==> src/rtl/temp_fb_pkg.sv <==
// Shared layout constants, glyph codes, colours and helpers for the
// temperature framebuffer renderer.
package temp_fb_pkg;

  localparam int unsigned CELL_PITCH = 12;
  localparam int unsigned CELL_W     = 10;
  localparam int unsigned CELL_H     = 14;
  localparam int unsigned CELL_N     = 4;

  localparam logic [10:0] FRAME_LAST = 11'd2047;
  localparam logic [2:0]  DD_LAST    = 3'd7;

  localparam logic [3:0] GLYPH_C     = 4'hA;
  localparam logic [3:0] GLYPH_F     = 4'hB;
  localparam logic [3:0] GLYPH_BLANK = 4'hF;

  localparam logic [11:0] DEF_FG_UP = 12'hF00;
  localparam logic [11:0] DEF_FG_LO = 12'h00F;
  localparam logic [11:0] DEF_BG    = 12'h000;

  typedef enum logic [2:0] {
    IDLE,
    CONV,
    RASTER,
    FLUSH,
    DONE
  } state_e;

  // One double-dabble iteration: add 3 to any digit >= 5, then shift in a bit.
  function automatic logic [11:0] dd_step(input logic [11:0] bcd, input logic in_bit);
    logic [11:0] adj;
    adj = bcd;
    for (int unsigned i = 0; i < 3; i++) begin
      if (adj[i*4 +: 4] >= 4'd5) adj[i*4 +: 4] = adj[i*4 +: 4] + 4'd3;
    end
    return {adj[10:0], in_bit};
  endfunction

  // Glyph for cell k: hundreds, tens, ones (leading zeros blanked), suffix.
  function automatic logic [3:0] cell_glyph(input logic [11:0] bcd, input int unsigned k,
                                            input logic [3:0] suffix);
    logic [3:0] g;
    unique case (k)
      0:       g = (bcd[11:8] == 4'd0) ? GLYPH_BLANK : bcd[11:8];
      1:       g = (bcd[11:4] == 8'd0) ? GLYPH_BLANK : bcd[7:4];
      2:       g = bcd[3:0];
      default: g = suffix;
    endcase
    return g;
  endfunction

endpackage

==> src/rtl/temp_fb_render_font_5x7.sv <==
// Synchronous 5x7 font ROM; bit 4 of the output is the leftmost glyph column.
module font_5x7
  import temp_fb_pkg::*;
(
  input  logic       clk,
  input  logic [3:0] code,
  input  logic [2:0] row,
  output logic [4:0] bits
);

  logic [34:0] glyph;
  logic [5:0]  sel;
  logic [4:0]  bits_d, bits_q;

  always_comb begin
    glyph = '0;
    case (code)
      4'h0:    glyph = {5'h0E, 5'h11, 5'h13, 5'h15, 5'h19, 5'h11, 5'h0E};
      4'h1:    glyph = {5'h04, 5'h0C, 5'h04, 5'h04, 5'h04, 5'h04, 5'h0E};
      4'h2:    glyph = {5'h0E, 5'h11, 5'h01, 5'h02, 5'h04, 5'h08, 5'h1F};
      4'h3:    glyph = {5'h1F, 5'h02, 5'h04, 5'h02, 5'h01, 5'h11, 5'h0E};
      4'h4:    glyph = {5'h02, 5'h06, 5'h0A, 5'h12, 5'h1F, 5'h02, 5'h02};
      4'h5:    glyph = {5'h1F, 5'h10, 5'h1E, 5'h01, 5'h01, 5'h11, 5'h0E};
      4'h6:    glyph = {5'h06, 5'h08, 5'h10, 5'h1E, 5'h11, 5'h11, 5'h0E};
      4'h7:    glyph = {5'h1F, 5'h01, 5'h02, 5'h04, 5'h08, 5'h08, 5'h08};
      4'h8:    glyph = {5'h0E, 5'h11, 5'h11, 5'h0E, 5'h11, 5'h11, 5'h0E};
      4'h9:    glyph = {5'h0E, 5'h11, 5'h11, 5'h0F, 5'h01, 5'h02, 5'h0C};
      GLYPH_C: glyph = {5'h0E, 5'h11, 5'h10, 5'h10, 5'h10, 5'h11, 5'h0E};
      GLYPH_F: glyph = {5'h1F, 5'h10, 5'h10, 5'h1E, 5'h10, 5'h10, 5'h10};
      default: glyph = '0;
    endcase
  end

  always_comb begin
    sel    = 6'(3'd6 - row) * 6'd5;
    bits_d = '0;
    if (row <= 3'd6) bits_d = glyph[sel +: 5];
  end

  always_ff @(posedge clk) begin
    bits_q <= bits_d;
  end

  assign bits = bits_q;

endmodule

==> src/rtl/temp_fb_render.sv <==
// Renders two 3-digit temperatures (C upper half, F lower half) into a
// 2048-word framebuffer: capture, double-dabble, then a 2-stage raster pipe.
module temp_fb_render
  import temp_fb_pkg::*;
#(
  parameter int unsigned X0    = 8,
  parameter int unsigned Y0    = 9,
  parameter logic [11:0] FG_UP = DEF_FG_UP,
  parameter logic [11:0] FG_LO = DEF_FG_LO,
  parameter logic [11:0] BG    = DEF_BG
) (
  input  logic        clk,
  input  logic        rst,
  input  logic [7:0]  temp_c,
  input  logic [7:0]  temp_f,
  input  logic        update,
  output logic        wr_en,
  output logic [11:0] wr_addr,
  output logic [23:0] wr_data,
  output logic        busy,
  output logic        frame_done
);

  state_e      state_q, state_d;
  logic        pending_q, pending_d;
  logic [7:0]  bin_c_q, bin_c_d, bin_f_q, bin_f_d;
  logic [11:0] bcd_c_q, bcd_c_d, bcd_f_q, bcd_f_d;
  logic [2:0]  step_q, step_d;
  logic [10:0] pix_q, pix_d;
  logic        flush_q, flush_d;
  logic        capture;

  logic        s1_valid_q, s1_valid_d;
  logic [10:0] s1_addr_q, s1_addr_d;
  logic        s1_inside_q, s1_inside_d;
  logic [2:0]  s1_gx_q, s1_gx_d;

  logic        wr_en_q, wr_en_d;
  logic [10:0] wr_addr_q, wr_addr_d;
  logic [23:0] wr_data_q, wr_data_d;

  logic        cell_inside;
  logic [2:0]  cell_gx;
  logic [2:0]  glyph_row;
  logic [3:0]  code_up, code_lo;
  logic [4:0]  font_up, font_lo;

  // Control FSM, capture registers and double-dabble
  always_comb begin
    state_d   = state_q;
    pending_d = pending_q;
    bin_c_d   = bin_c_q;
    bin_f_d   = bin_f_q;
    bcd_c_d   = bcd_c_q;
    bcd_f_d   = bcd_f_q;
    step_d    = step_q;
    pix_d     = pix_q;
    flush_d   = flush_q;
    capture   = 1'b0;

    if (update && (state_q != IDLE)) pending_d = 1'b1;

    unique case (state_q)
      IDLE: begin
        if (update) begin
          capture = 1'b1;
          state_d = CONV;
        end
      end
      CONV: begin
        bcd_c_d = dd_step(bcd_c_q, bin_c_q[7]);
        bcd_f_d = dd_step(bcd_f_q, bin_f_q[7]);
        bin_c_d = {bin_c_q[6:0], 1'b0};
        bin_f_d = {bin_f_q[6:0], 1'b0};
        step_d  = step_q + 3'd1;
        if (step_q == DD_LAST) begin
          pix_d   = '0;
          state_d = RASTER;
        end
      end
      RASTER: begin
        pix_d = pix_q + 11'd1;
        if (pix_q == FRAME_LAST) begin
          flush_d = 1'b0;
          state_d = FLUSH;
        end
      end
      FLUSH: begin
        // Two cycles let the last address drain through both pipe stages.
        flush_d = 1'b1;
        if (flush_q) state_d = DONE;
      end
      DONE: begin
        pending_d = 1'b0;
        if (pending_q || update) begin
          capture = 1'b1;
          state_d = CONV;
        end else begin
          state_d = IDLE;
        end
      end
      default: state_d = IDLE;
    endcase

    if (capture) begin
      bin_c_d = temp_c;
      bin_f_d = temp_f;
      bcd_c_d = '0;
      bcd_f_d = '0;
      step_d  = '0;
    end
  end

  // Stage 0: map the raster address onto a character cell and glyph pixel
  always_comb begin
    int unsigned row_i, col_i, left;
    logic        in_row;
    row_i       = 32'(pix_q[10:6]);
    col_i       = 32'(pix_q[5:0]);
    left        = 0;
    in_row      = (row_i >= Y0) && (row_i < Y0 + CELL_H);
    glyph_row   = 3'((row_i - Y0) >> 1);
    cell_inside = 1'b0;
    cell_gx     = '0;
    code_up     = GLYPH_BLANK;
    code_lo     = GLYPH_BLANK;
    for (int unsigned k = 0; k < CELL_N; k++) begin
      left = X0 + k * CELL_PITCH;
      if (in_row && (col_i >= left) && (col_i < left + CELL_W)) begin
        cell_inside = 1'b1;
        cell_gx     = 3'((col_i - left) >> 1);
        code_up     = cell_glyph(bcd_c_q, k, GLYPH_C);
        code_lo     = cell_glyph(bcd_f_q, k, GLYPH_F);
      end
    end
  end

  font_5x7 u_font_up (
    .clk  (clk),
    .code (code_up),
    .row  (glyph_row),
    .bits (font_up)
  );

  font_5x7 u_font_lo (
    .clk  (clk),
    .code (code_lo),
    .row  (glyph_row),
    .bits (font_lo)
  );

  // Stage 1 follows the ROM read; stage 2 is the colour mux into the outputs
  always_comb begin
    s1_valid_d  = (state_q == RASTER);
    s1_addr_d   = pix_q;
    s1_inside_d = cell_inside;
    s1_gx_d     = cell_gx;
    wr_en_d     = s1_valid_q;
    wr_addr_d   = s1_addr_q;
    wr_data_d   = '0;
    if (s1_valid_q) begin
      wr_data_d[23:12] = (s1_inside_q && font_up[3'd4 - s1_gx_q]) ? FG_UP : BG;
      wr_data_d[11:0]  = (s1_inside_q && font_lo[3'd4 - s1_gx_q]) ? FG_LO : BG;
    end
  end

  always_ff @(posedge clk) begin
    if (rst) begin
      state_q     <= IDLE;
      pending_q   <= 1'b0;
      bin_c_q     <= '0;
      bin_f_q     <= '0;
      bcd_c_q     <= '0;
      bcd_f_q     <= '0;
      step_q      <= '0;
      pix_q       <= '0;
      flush_q     <= 1'b0;
      s1_valid_q  <= 1'b0;
      s1_addr_q   <= '0;
      s1_inside_q <= 1'b0;
      s1_gx_q     <= '0;
      wr_en_q     <= 1'b0;
      wr_addr_q   <= '0;
      wr_data_q   <= '0;
    end else begin
      state_q     <= state_d;
      pending_q   <= pending_d;
      bin_c_q     <= bin_c_d;
      bin_f_q     <= bin_f_d;
      bcd_c_q     <= bcd_c_d;
      bcd_f_q     <= bcd_f_d;
      step_q      <= step_d;
      pix_q       <= pix_d;
      flush_q     <= flush_d;
      s1_valid_q  <= s1_valid_d;
      s1_addr_q   <= s1_addr_d;
      s1_inside_q <= s1_inside_d;
      s1_gx_q     <= s1_gx_d;
      wr_en_q     <= wr_en_d;
      wr_addr_q   <= wr_addr_d;
      wr_data_q   <= wr_data_d;
    end
  end

  assign wr_en      = wr_en_q;
  assign wr_addr    = {1'b0, wr_addr_q};
  assign wr_data    = wr_data_q;
  assign busy       = (state_q != IDLE);
  assign frame_done = (state_q == DONE);

endmodule
==> config.mk <==
export PLATFORM = sky130hd
export DESIGN_NAME = temp_fb_render
export DESIGN_NICKNAME = d
export VERILOG_FILES = /design/src/rtl/temp_fb_pkg.sv /design/src/rtl/temp_fb_render_font_5x7.sv /design/src/rtl/temp_fb_render.sv
export SDC_FILE = /design/constraint.sdc
export NUM_CORES = 1
export LEC_CHECK = 0
export ABC_AREA = 1
export CORE_MARGIN = 8
export CORE_UTILIZATION = 55
export DETAILED_ROUTE_END_ITERATION = 7
export PLACE_DENSITY = 0.73
export SYNTH_ARGS = -nofsm -noshare
export SYNTH_HDL_FRONTEND = slang
export SYNTH_SLANG_ARGS = --single-unit
==> constraint.sdc <==
create_clock -name clk -period 5.1 [get_ports clk]
set_input_delay 1.02 -clock clk [delete_from_list [all_inputs] [get_ports clk]]
set_output_delay 1.02 -clock clk [all_outputs]
set_load 0.01 [all_outputs]
== Word level (Yosys, flattened, before mapping) ==
Memory sizes are Yosys's and may differ from the RTL's.
Index checks and enable logic that the tools add are counted.
W data, S select, Z words.

* ROM bits: 1120
* Output and inout bits: 39
* Word-level logic and storage cells: 144
* Memories: 2
* Input bits: 19
* Register bits: 121

{| class="wikitable"
|+ Memories
! memory !! depth !! bits a word !! read ports !! clocked after Yosys merged registers in !! write ports !! line !! text
|-
| (no name shown) || 16 || 35 || 1 || 0 || 0 || temp_fb_render_font_5x7.sv:17 || <nowiki>case (code)</nowiki>
|-
| (no name shown) || 16 || 35 || 1 || 0 || 0 || temp_fb_render_font_5x7.sv:17 ||
|}

* Muxes and demuxes: 49
* $lt $le $gt $ge: 18
* $mul: 1
* Bitwise gates (word level): 1
* Equal/unequal tests: 10
* Reductions and logical operators: 28
* Shift operators: 2
* Add/sub/neg operators: 15

{| class="wikitable"
|+ Operators with widths
! kind !! number
|-
| $shiftx A35 B7 Y5 || 2
|-
| $mux W4 || 17
|-
| $mux W8 || 4
|-
| $mux W3 || 10
|-
| $ge A4 B3 Y1 const B || 6
|-
| $pmux W11 S2 || 1
|-
| $add A4 B2 Y4 const B || 4
|-
| $logic_not A8 Y1 || 2
|-
| $pmux W3 S5 || 1
|-
| $ge A6 B6 Y1 const B || 2
|-
| $logic_and A1 B1 Y1 || 12
|-
| $lt A6 B5 Y1 const B || 2
|-
| $lt A6 B6 Y1 const B || 2
|-
| $mux W12 || 1
|-
| $sub A4 B4 Y4 const B || 3
|-
| $add A11 B1 Y11 const B || 1
|-
| $eq A11 B11 Y1 const B || 1
|-
| $mux W11 || 1
|-
| $mux W1 || 10
|-
| $logic_not A4 Y1 || 2
|-
| $add A3 B2 Y3 const B || 2
|-
| $bmux W1 S3 || 2
|-
| $eq A3 B2 Y1 const B || 2
|-
| $eq A3 B3 Y1 const B || 2
|-
| other kinds (24) || 32
|}

== Logic depth before layout (Yosys ltp) ==
An unclocked memory read counts as a cell.

* Word-level depth: 10
* Depth in mapped cells: 28
* Gate-level depth less buffers: 28

== Cells and area by module ==
From an unflattened synthesis, not the netlist that was laid out.

* Cells, all modules: 1472
* Area, all modules: 9031.2 µm²

{| class="wikitable"
|+ By module, submodules not included
! module !! cells an instance !! instances !! sequential area each (µm²) !! area an instance (µm²)
|-
| temp_fb_render || 647 || 1 || 1781.7 || 4718.3
|-
| font_5x7 at u_font_up || 439 || 1 || 100.1 || 2280.9
|-
| font_5x7 at u_font_lo || 386 || 1 || 100.1 || 2031.9
|}

== Worst setup path after synthesis ==
OpenSTA, ideal clock, no wires.

* Path kind: register to register
* Start: register pix_q[6]
* End: register u_font_lo.bits_q[2] (netlist: u_font_lo.bits[2])
* Period minus slack after synthesis: 4487 ps
* Data arrival time: 4375 ps
* Buffers on the path: 7
* Data required time: 4987 ps
* Library setup time: 113 ps
* Setup slack: 613 ps
* Stages on the path, launching flop included: 25
* Cell sequence: dfxtp_1 -> inv_2 -> ha_1 -> clkbuf_1 -> inv_2 -> buf_1 -> ha_1 -> clkbuf_1 -> clkinv_1 -> clkbuf_1 -> clkbuf_1 -> ha_1 -> ha_1 -> inv_1 -> fa_1 -> clkbuf_1 -> inv_1 -> clkbuf_1 -> nor2_1 -> nand3_1 -> nand3_1 -> nand2_1 -> nand2_1 -> nand2_1 -> nand2_1

* Longest elaborated chain between the ends: 10
* Elaborated cells between the ends (all ways): 21
* Classes of those cells: add/sub: 2; mul: 1; order compare: 3; shift: 1; mux: 4; reduce/logical: 9; memory: 1

{| class="wikitable"
|+ Ends and longest elaborated chain
! what !! line !! text
|-
| start: declaration || temp_fb_render.sv:29 || <nowiki>logic [10:0] pix_q, pix_d;</nowiki>
|-
| start signal: assignment || temp_fb_render.sv:193 || <nowiki>pix_q <= pix_d;</nowiki>
|-
| parallel branches: the longest is 10 deep, another holds $mul A6 B3 Y6 || - ||
|-
| end signal: assignment || temp_fb_render_font_5x7.sv:41 || <nowiki>bits_q <= bits_d;</nowiki>
|-
| end: declaration || temp_fb_render_font_5x7.sv:13 || <nowiki>logic [4:0] bits_d, bits_q;</nowiki>
|}

Several ways; the timed one is not identified.
A chain may end at the register's enable or synchronous reset.

== Worst setup path after layout ==
* Start: register pix_q[6]
* End: register u_font_up.bits_q[2] (netlist: u_font_up.bits[2])

* Longest elaborated chain between the ends: 10
* Elaborated cells between the ends (all ways): 21
* Classes of those cells: add/sub: 2; mul: 1; order compare: 3; shift: 1; mux: 4; reduce/logical: 9; memory: 1

{| class="wikitable"
|+ Ends and longest elaborated chain
! what !! line
|-
| parallel branches: the longest is 10 deep, another holds $mul A6 B3 Y6 || -
|-
| end signal: assignment || temp_fb_render_font_5x7.sv:41
|-
| end: declaration || temp_fb_render_font_5x7.sv:13
|}

Several ways; the timed one is not identified.

==> reports/metrics.cfg <==
[timing]
finalWorstSetupSlack_ns=0.981
fin_crit_sh_pct=80.8
worst_pin_slew_ns=0.994
setup_viol=0
fin_crit_ns=4.12
setup-tns-final_ns=0
rsz0062_at_grt=false
max_freq_mhz=243
slew_viol_final=0
fin_skew_ns=0.0149
hold_viol=0
slew_headroom_pct=33.5

[yosys]
syn_inst=1540
synth_cell_types=54
synth-seq-cells=99
syn_area_um2=9230
avgSynthCellArea_um2=5.99
ys_seq_area_share_pct=21.5
synth_warnings=0

[worst_setup_path]
cpMostUsedCell=inv_1
r2r_cells=18
r2r_end=u_font_up.bits[2]$_SDFF_PN0_
critical_path_class=flip-flop to flip-flop
path_max_fanout=36
cp_slowest_cell=fa_1
crit-reg2reg-launch=pix_q[6]$_SDFFE_PP0P_
worst-r2r-setup-slack_ns=0.98
cp_data_required_time_ns=5.41
path_cells=inv_2 > ha_2 > inv_2 > ha_2 > ha_1 > inv_1 > ha_1 > ha_1 > inv_1 > fa_1 > inv_1 > nor2_1 > nand2_1 > nor2_1 > inv_1 > nor2_1 > nand2_1 > nand2_1
cp-start-kind=flip-flop
crit_path_end_kind=flip-flop
arrival_ns=4.43
max_stage_delay_ns=0.68

[drt]
wl_per_cell_um=14.7
via_count=9860
wl_mm=25.8
vias_per_cell=5.64
drtAntennaViolNets=0
detail_route.iter0.violations=1223
drc=0
drt_pass1_iterations=6

[power_and_ir_drop]
powerDensity_nw_per_um2=237
max-vdd-ir-drop_mv=0.218
finalPower_mw=2.34
p_leak_nw=4.44

[global_route]
antenna_found_initial=0
grt_max_degree=87
grt_pass1_wl_mm=43.5
grt.total_usage_pct=24.1
grt-ovfl-total=0
grt_pass1_vias=8949

[clock_tree]
post-cts-setup-buffer-count=0
cts_root_buffer=clkbuf_16
cts_tree=yes
cts_buffer_depth=2
numCtsBuffers=9
clock_latency_ns=0.36
cts_resized=0
cts_max_level=3
cts_hold_buf=0
clkTransAtPathRegs_ns=0.08
cts.sinks=99

[worst_hold_path]
hold_depth=2
hold_path_class=flip-flop to flip-flop
min_to=wr_addr_q[6]$_SDFF_PP0_
min_from=s1_addr_q[6]$_SDFF_PP0_

[placed_design]
dpl.cell_count=1733
place_ws_ns=1.05
portBuffers=40
dp.final_hpwl_mm=19.1
gp_congestion=0.951

[final_layout]
layout-drive-gt1-share_pct=6.61
final_cell_mix=447 x nand2_1, 267 x nand3_1, 134 x inv_1
ff_latch_area_um2=1980
multiInputGateArea_um2=6210
instances_no_fill=1749
nNetsFinal=1603
nFillCells=1676
final_common_cell=nand2_1
diodes=0
synthToLayoutAreaGrowth_pct=6.89

[run_status]
status=completed

[die]
die-height_um=146
core_um2=16500
floorplan.initialDensity_pct=55.9
dieArea_um2=21200
rows=47
dieWidth_um=146
io-pin-count=58

[job]
drv_cap=0

[report_power, final]
group / internal (mW) / switching (mW) / total (mW) / leakage (nW)
registers: 0.868 / 0.0738 / 0.941 / 0.802
logic: 0.222 / 0.449 / 0.671 / 3.49
clock network: 0.395 / 0.333 / 0.728 / 0.153
[critical path, delay by kind of cell, from the launching register on]
family | cells | cell delay (ns)
simple gates | 6 | 0.83
buf+inv | 6 | 1.02
flops | 1 | 0.45
fa+ha+maj | 6 | 1.77
[area by class of cell]
| cell class | instances | share of cell area, % |
|---|---|---|
| repair buffers | 56 | 5.22 |
| multi-input cells | 1208 | 62.9 |
| inverters | 150 | 5.73 |
| clock inverters | 7 | 0.951 |
| clock buffers | 9 | 2.28 |
| flip-flops and latches | 99 | 20.1 |
| well taps | 220 | 2.79 |
[sequential cells by signal, summed over array words and instances, names as in the netlist, 2 cells and up]
name,flops
pix_q,11
wr_addr_q,11
state_q,3
bcd_c_q,12
bin_c_q,8
u_font_up.bits,5
wr_data,2
bcd_f_q,12
step_q,3
s1_gx_q,3
bin_f_q,8
s1_addr_q,11
u_font_lo.bits,5
[cell usage after synthesis, drive strengths merged]
master | count | area share [%]
nand2 | 462 | 20
nand3 | 275 | 16
inv | 147 | 6.0
nor2 | 145 | 6.9
dfxtp | 99 | 21
o21ai | 67 | 3.8
ha | 59 | 8.0
a21oi | 57 | 3.1
buf | 55 | 4.1
clkbuf | 44 | 1.8
nand4 | 21 | 1.5
o211ai | 21 | 1.7
a31oi | 20 | 1.4
nor3 | 15 | 0.81
xor2 | 11 | 1.0
or2 | 9 | 0.61
a221oi | 3 | 0.28
and2 | 3 | 0.23
clkinv | 3 | 0.12
a211oi | 2 | 0.16
a22oi | 2 | 0.16
a32o | 2 | 0.22
o21bai | 2 | 0.28
o22ai | 2 | 0.14
o31ai | 2 | 0.16
o32ai | 2 | 0.19
xnor2 | 2 | 0.19
a22o | 1 | 0.095
a2bb2oi | 1 | 0.095
a311oi | 1 | 0.095
a41oi | 1 | 0.095
and3 | 1 | 0.068
conb | 1 | 0.041
fa | 1 | 0.22
o21a | 1 | 0.081
[through the flow]
| stage | cell area (µm²) | hold WS [ns] | util [%] |
|---|---|---|---|
| final | 9870 | 0.397 | 59.7 |
| after floorplan | 9290 | 0.388 | - |
| after detailed placement | 9550 | 0.393 | 57.8 |
| after CTS | 9870 | 0.403 | 59.7 |
| after global placement | 9550 | 0.389 | 57.8 |
| after global routing | 9870 | 0.412 | 59.7 |
[logic make-up after synthesis]
group,synth area share [%]
simple gates,45.1
buf+inv,12.0
compound gates,12.0
flops,21.5
fa+ha+maj,8.21
xor+xnor,1.23
other cells,0.0406
[layer usage]
layer | global-route usage [%] | wire [µm] | vias up | part of all wire (%)
li1 | - | - | 4980 | -
met1 | 33.1 | 12000 | 4420 | 46
met2 | 36.7 | 11200 | 404 | 44
met3 | 4.73 | 1940 | 56 | 7.5
met4 | 8.43 | 639 | 0 | 2.5
met5 | 0 | 0 | - | 0
[how the worst max path moves through the flow]
stage / from / slack, ns / endpoint / depth (start not counted)
4_1_cts: pix_q[6]$_SDFFE_PP0P_ / 1.03 / u_font_up.bits[1]$_SDFF_PN0_ / 18
2_1_floorplan: pix_q[6]$_SDFFE_PP0P_ / 0.61 / u_font_lo.bits[2]$_SDFF_PN0_ / 24
3_3_place_gp: pix_q[6]$_SDFFE_PP0P_ / 1.15 / u_font_up.bits[2]$_SDFF_PN0_ / 18
6_report: pix_q[6]$_SDFFE_PP0P_ / 0.98 / u_font_up.bits[2]$_SDFF_PN0_ / 18
3_5_place_dp: pix_q[6]$_SDFFE_PP0P_ / 1.05 / u_font_up.bits[1]$_SDFF_PN0_ / 18
5_1_grt: pix_q[6]$_SDFFE_PP0P_ / 0.64 / u_font_up.bits[2]$_SDFF_PN0_ / 18
(Power assumes the default switching activity.)
